$ cat src/rtl/result_uart_framer.sv
// Buffers 16-bit CPU results in a small word FIFO and frames each word MSB-first into UART bytes.
// Define RESULT_FRAMER_CHECKSUM_EN to append an XOR checksum byte to every frame.
module result_uart_framer #(
  parameter int DATA_LENGTH = 16,
  parameter int NB_BYTE     = 8,
  parameter int FIFO_LOG2   = 2
) (
  input  logic                   i_clock,
  input  logic                   i_reset,
  input  logic                   i_valid,
  input  logic [DATA_LENGTH-1:0] i_data,
  input  logic                   i_tx_done,
  output logic                   o_tx_start,
  output logic [NB_BYTE-1:0]     o_tx_data,
  output logic                   o_full,
  output logic                   o_busy,
  output logic [7:0]             o_drop_count
);
  // state   | meaning
  // IDLE    | waiting for a queued word
  // LOAD    | popping FIFO head into the shift register
  // SEND    | o_tx_start pulse for the current byte
  // WAIT    | holding byte until UART reports done
  // SEND_CK | start pulse for checksum byte (macro only)
  // WAIT_CK | waiting on checksum byte done (macro only)
  localparam int DEPTH     = 1 << FIFO_LOG2;
  localparam int CNT_W     = FIFO_LOG2 + 1;
  localparam int NUM_BYTES = DATA_LENGTH / NB_BYTE;
  localparam int IDX_W     = (NUM_BYTES > 1) ? $clog2(NUM_BYTES) : 1;
  localparam int MSB_LSB   = (NUM_BYTES - 1) * NB_BYTE;
  localparam logic [IDX_W-1:0] LAST_IDX = IDX_W'(NUM_BYTES - 1);

  localparam logic [2:0] IDLE    = 3'd0;
  localparam logic [2:0] LOAD    = 3'd1;
  localparam logic [2:0] SEND    = 3'd2;
  localparam logic [2:0] WAIT    = 3'd3;
`ifdef RESULT_FRAMER_CHECKSUM_EN
  localparam logic [2:0] SEND_CK = 3'd4;
  localparam logic [2:0] WAIT_CK = 3'd5;
`endif

  logic [DATA_LENGTH-1:0] r_mem [DEPTH];
  logic [FIFO_LOG2-1:0]   r_wr_ptr, r_rd_ptr;
  logic [CNT_W-1:0]       r_count;
  logic [2:0]             r_state;
  logic [DATA_LENGTH-1:0] r_word;
  logic [IDX_W-1:0]       r_idx;
  logic                   r_tx_start, r_full, r_busy;
  logic [NB_BYTE-1:0]     r_tx_data;
  logic [7:0]             r_drop;

  logic                   w_push, w_pop, w_last_done;
  logic [CNT_W-1:0]       w_count_nxt;
  logic [2:0]             w_state_nxt;
  logic [IDX_W-1:0]       w_idx_dec;

  assign w_push      = i_valid && !r_full;
  assign w_pop       = (r_state == LOAD);
  assign w_count_nxt = r_count + CNT_W'(w_push) - CNT_W'(w_pop);
  assign w_idx_dec   = r_idx - 1'b1;
  assign w_last_done = (r_state == WAIT) && i_tx_done && (r_idx == '0);

`ifdef RESULT_FRAMER_CHECKSUM_EN
  logic [NB_BYTE-1:0] w_cksum;
  always_comb begin
    w_cksum = '0;
    for (int i = 0; i < NUM_BYTES; i++) w_cksum = w_cksum ^ r_word[i*NB_BYTE +: NB_BYTE];
  end
`endif

  always_comb begin
    w_state_nxt = r_state;
    case (r_state)
      IDLE: if (r_count != '0) w_state_nxt = LOAD;
      LOAD: w_state_nxt = SEND;
      SEND: w_state_nxt = WAIT;
      WAIT: if (i_tx_done) begin
`ifdef RESULT_FRAMER_CHECKSUM_EN
        w_state_nxt = (r_idx == '0) ? SEND_CK : SEND;
`else
        w_state_nxt = (r_idx == '0) ? IDLE : SEND;
`endif
      end
`ifdef RESULT_FRAMER_CHECKSUM_EN
      SEND_CK: w_state_nxt = WAIT_CK;
      WAIT_CK: if (i_tx_done) w_state_nxt = IDLE;
`endif
      default: w_state_nxt = IDLE;
    endcase
  end

  // Storage array carries no reset; the pointers and count define its contents.
  always_ff @(posedge i_clock) begin
    if (w_push) r_mem[r_wr_ptr] <= i_data;
  end

  always_ff @(posedge i_clock or negedge i_reset) begin
    if (!i_reset) begin
      r_wr_ptr   <= '0;
      r_rd_ptr   <= '0;
      r_count    <= '0;
      r_state    <= IDLE;
      r_word     <= '0;
      r_idx      <= '0;
      r_tx_start <= 1'b0;
      r_tx_data  <= '0;
      r_full     <= 1'b0;
      r_busy     <= 1'b0;
      r_drop     <= '0;
    end else begin
      r_state    <= w_state_nxt;
      r_count    <= w_count_nxt;
      r_full     <= (w_count_nxt == CNT_W'(DEPTH));
      r_busy     <= (w_state_nxt != IDLE) || (w_count_nxt != '0);
      r_tx_start <= (w_state_nxt == SEND)
`ifdef RESULT_FRAMER_CHECKSUM_EN
                    || (w_state_nxt == SEND_CK)
`endif
                    ;
      if (w_push) r_wr_ptr <= r_wr_ptr + 1'b1;
      if (i_valid && r_full && (r_drop != 8'hFF)) r_drop <= r_drop + 8'd1;
      if (w_pop) begin
        r_rd_ptr  <= r_rd_ptr + 1'b1;
        r_word    <= r_mem[r_rd_ptr];
        r_idx     <= LAST_IDX;
        r_tx_data <= r_mem[r_rd_ptr][MSB_LSB +: NB_BYTE];
      end else if ((r_state == WAIT) && i_tx_done && (r_idx != '0)) begin
        r_idx     <= w_idx_dec;
        r_tx_data <= r_word[w_idx_dec*NB_BYTE +: NB_BYTE];
      end
`ifdef RESULT_FRAMER_CHECKSUM_EN
      else if (w_last_done) begin
        r_tx_data <= w_cksum;
      end
`endif
    end
  end

  assign o_tx_start   = r_tx_start;
  assign o_tx_data    = r_tx_data;
  assign o_full       = r_full;
  assign o_busy       = r_busy;
  assign o_drop_count = r_drop;

`ifndef RESULT_FRAMER_CHECKSUM_EN
  logic w_unused;
  assign w_unused = w_last_done;
`endif
endmodule

$ cat config.mk
export PLATFORM = sky130hd
export DESIGN_NAME = result_uart_framer
export DESIGN_NICKNAME = d
export VERILOG_FILES = /design/src/rtl/result_uart_framer.sv
export SDC_FILE = /design/constraint.sdc
export NUM_CORES = 1
export LEC_CHECK = 0
export CORE_MARGIN = 2
export CORE_UTILIZATION = 40
export DETAILED_ROUTE_END_ITERATION = 8
export SLEW_MARGIN = 20
export SYNTH_ARGS = -nofsm -noshare
export SYNTH_HDL_FRONTEND = slang
export SYNTH_SLANG_ARGS = --single-unit
$ cat constraint.sdc
create_clock -name i_clock -period 3.34 [get_ports i_clock]
set_input_delay 0.668 -clock i_clock [delete_from_list [all_inputs] [get_ports i_clock]]
set_output_delay 0.668 -clock i_clock [all_outputs]
set_load 0.05 [all_outputs]
==> metrics <==
status=completed; most frequent cells in the layout=64 x edfxtp_1, 38 x dfrtp_1, 37 x clkdlybuf4s50_1, 30 x nand2_1, 14 x mux4_2; DRT Wirelength=6970 um; Horiz. Die Dim=105 um; worst r2r src=r_state[1]; Die Y=105 um; CTS tree=built; Worst Path Required=3.58 ns; Inserted Clock Buffers=9; Worst Setup EP=o_busy; Worst-path clk slew=0.09 ns; Startpoint Class=flip-flop; fmax=353 MHz; largest net degree at the start of global routing=39; critical path arrival=3.07 ns; Tot GR Track Use=13.8%; worst reg2reg path endpoint=o_busy; Area Overhead vs Synth=18.1%; root buf cell=clkbuf_8; worst-margin pin slew=0.925 ns; vias per inst=4.89; Syn Inst Count=244; unrepaired setup endpoints after global routing=false; DRT Pass-1 Iters=4; # DRC=0; post_cts resized=0; DRT antenna net count=0; EDFF count, synth=64; routability cong.=0.720; IO buf count=38; H-tree Lvls=3; DP Area=4610 um2; clk_lat worst skew=0.36 ns; Starting Density=41.3%; Layout fillers=890; crit path max fanout=12; Hold Path Class=in2async; GR Util met1=18.5%; clock sink count=102; setup ws final=0.509 ns; met3 Use GR=4.05%; initial antenna violation count=0; synthesized area=4050 um2; final setup violation count=0; Final Cell Area=4790 um2; synthesized flop and latch total=102; maximum VDD drop=0.000337 V; vias in the first global route=2149; gr busiest metal=met2; most common cell after layout, fill and taps aside=edfxtp_1; CP Capture Type=flip-flop; Reg2Reg Depth=8; Mapped Avg Cell Area=16.6 um2; ys async rst share=37.3%; LEAKAGE=1.77 nW; first-pass GRT wire length=11400 um; Warnings, synthesis=0; CTS Hold Bufs=0; Cells after DPL=414; via count=2102; GRT overflow=0; sequential cell area fraction in the yosys report=70.9%; Final Net Count=319; top_reg_cell synth=edfxtp_1; crit path time final=2.83 ns; DR WL/cell=16.2 um; Setup crit start=r_state[1]; full die area=10900 um2; total chip power=3.88 mW; row count=36; period utilisation layout=84.8%; fin cells=430; Reg2Reg Setup Slack=0.51 ns; DP Wirelength=4620 um; Post-Syn Nets=271; Layout Skew=0.0111 ns; GRT met2 Usage=21.9%; clk buf depth=2; PwrDens=811 nW/um2; synth unique cells=40; kind of critical path=reg2reg; Slew headroom=38.0%; Setup TNS Final=0 ns; Final Hold Viols=0; core area=9820 um2; antenna diode count=0; IO Count=39; detailed router's first-iteration violation count=68; max-cap check violation count=0; final core occ=48.7%; # Post-CTS Setup Buffers=0; worst hold slack=0.402 ns; fin. max-slew vios=0; share of layout cells above drive strength 1=15.2%; worst slack, placed=0.294 ns
## cell type report
| type | count | area, um2 | area share [%] |
|---|---|---|---|
| Clock buffer | 10 | 128 | 2.67 |
| Clock inverter | 6 | 52.6 | 1.10 |
| Inverter | 7 | 26.3 | 0.549 |
| Multi-Input combinational cell | 126 | 1100 | 23.1 |
| Sequential cell | 102 | 2870 | 60.0 |
| Tap cell | 133 | 166 | 3.48 |
| Timing Repair Buffer | 46 | 435 | 9.10 |
## per-layer routing
metal | vias up | share of wire [%]
met5 | - | 0
met2 | 36 | 48
li1 | 1016 | -
met3 | 7 | 3.6
met1 | 1043 | 47
met4 | 0 | 1.5
## cell families after synthesis
group,after synthesis,synth area share (%)
flops,102,70.9
fa+ha+maj,7,2.35
xor+xnor,9,1.95
buf+inv,16,1.82
other cells,1,0.0926
compound gates,23,4.66
simple gates,68,8.59
mux,18,9.64
## cells in the mapped netlist (2+ instances only)
library cell / instances / area (um2)
edfxtp_1: 64 / 1920
nand3_1: 4 / 20.0
xnor2_1: 9 / 78.8
o221a_2: 2 / 22.5
mux4_2: 14 / 315
o211ai_1: 2 / 15.0
a21oi_1: 2 / 10.0
mux2_2: 2 / 22.5
nand2b_1: 5 / 31.3
nor2_1: 4 / 15.0
o2111ai_1: 2 / 17.5
dfrtp_1: 38 / 951
and2_1: 10 / 62.6
nand2_1: 30 / 113
nor3_1: 2 / 10.0
nand4_1: 2 / 12.5
and4_1: 2 / 17.5
and3_1: 2 / 12.5
nor2b_1: 2 / 12.5
buf_2: 5 / 25.0
o21ai_0: 2 / 10.0
o21bai_1: 2 / 15.0
inv_1: 7 / 26.3
a221o_1: 6 / 60.1
clkbuf_1: 3 / 11.3
ha_1: 6 / 75.1
mux4_1: 2 / 52.6
## power breakdown
group	internal (mW)	leakage (nW)	switching (mW)
combinational	0.573	0.622	0.678
clock	0.284	0.0907	0.429
sequential	1.68	1.06	0.236
## registers in the layout, summed over array words and instances (netlist names)
signal        flops
r_mem            64
o_drop_count      8
o_tx_data         8
r_word            8
r_count           3
r_state           3
r_rd_ptr          2
r_wr_ptr          2
o_busy            1
o_full            1
o_tx_start        1
r_idx             1
## worst min path at each step
stage	start	to	slack [ns]	depth (start not counted)
2_1_floorplan	i_reset	o_busy	0.37	0
3_3_place_gp	r_word[5]	r_word[5]	0.46	2
3_5_place_dp	r_word[3]	r_word[3]	0.47	2
4_1_cts	i_reset	r_rd_ptr[1]	0.42	1
5_1_grt	i_reset	r_word[2]	0.46	1
6_report	i_reset	o_drop_count[7]	0.40	1
## worst max-delay path, stage by stage, from the launching register on
cell,delay [ns]
dfrtp_1,0.47
or3b_2,0.64
xnor2_1,0.22
ha_1,0.16
inv_1,0.05
fa_1,0.37
xnor2_1,0.15
xnor2_1,0.15
or4_1,0.51
Power figures use the tool's default switching activity.
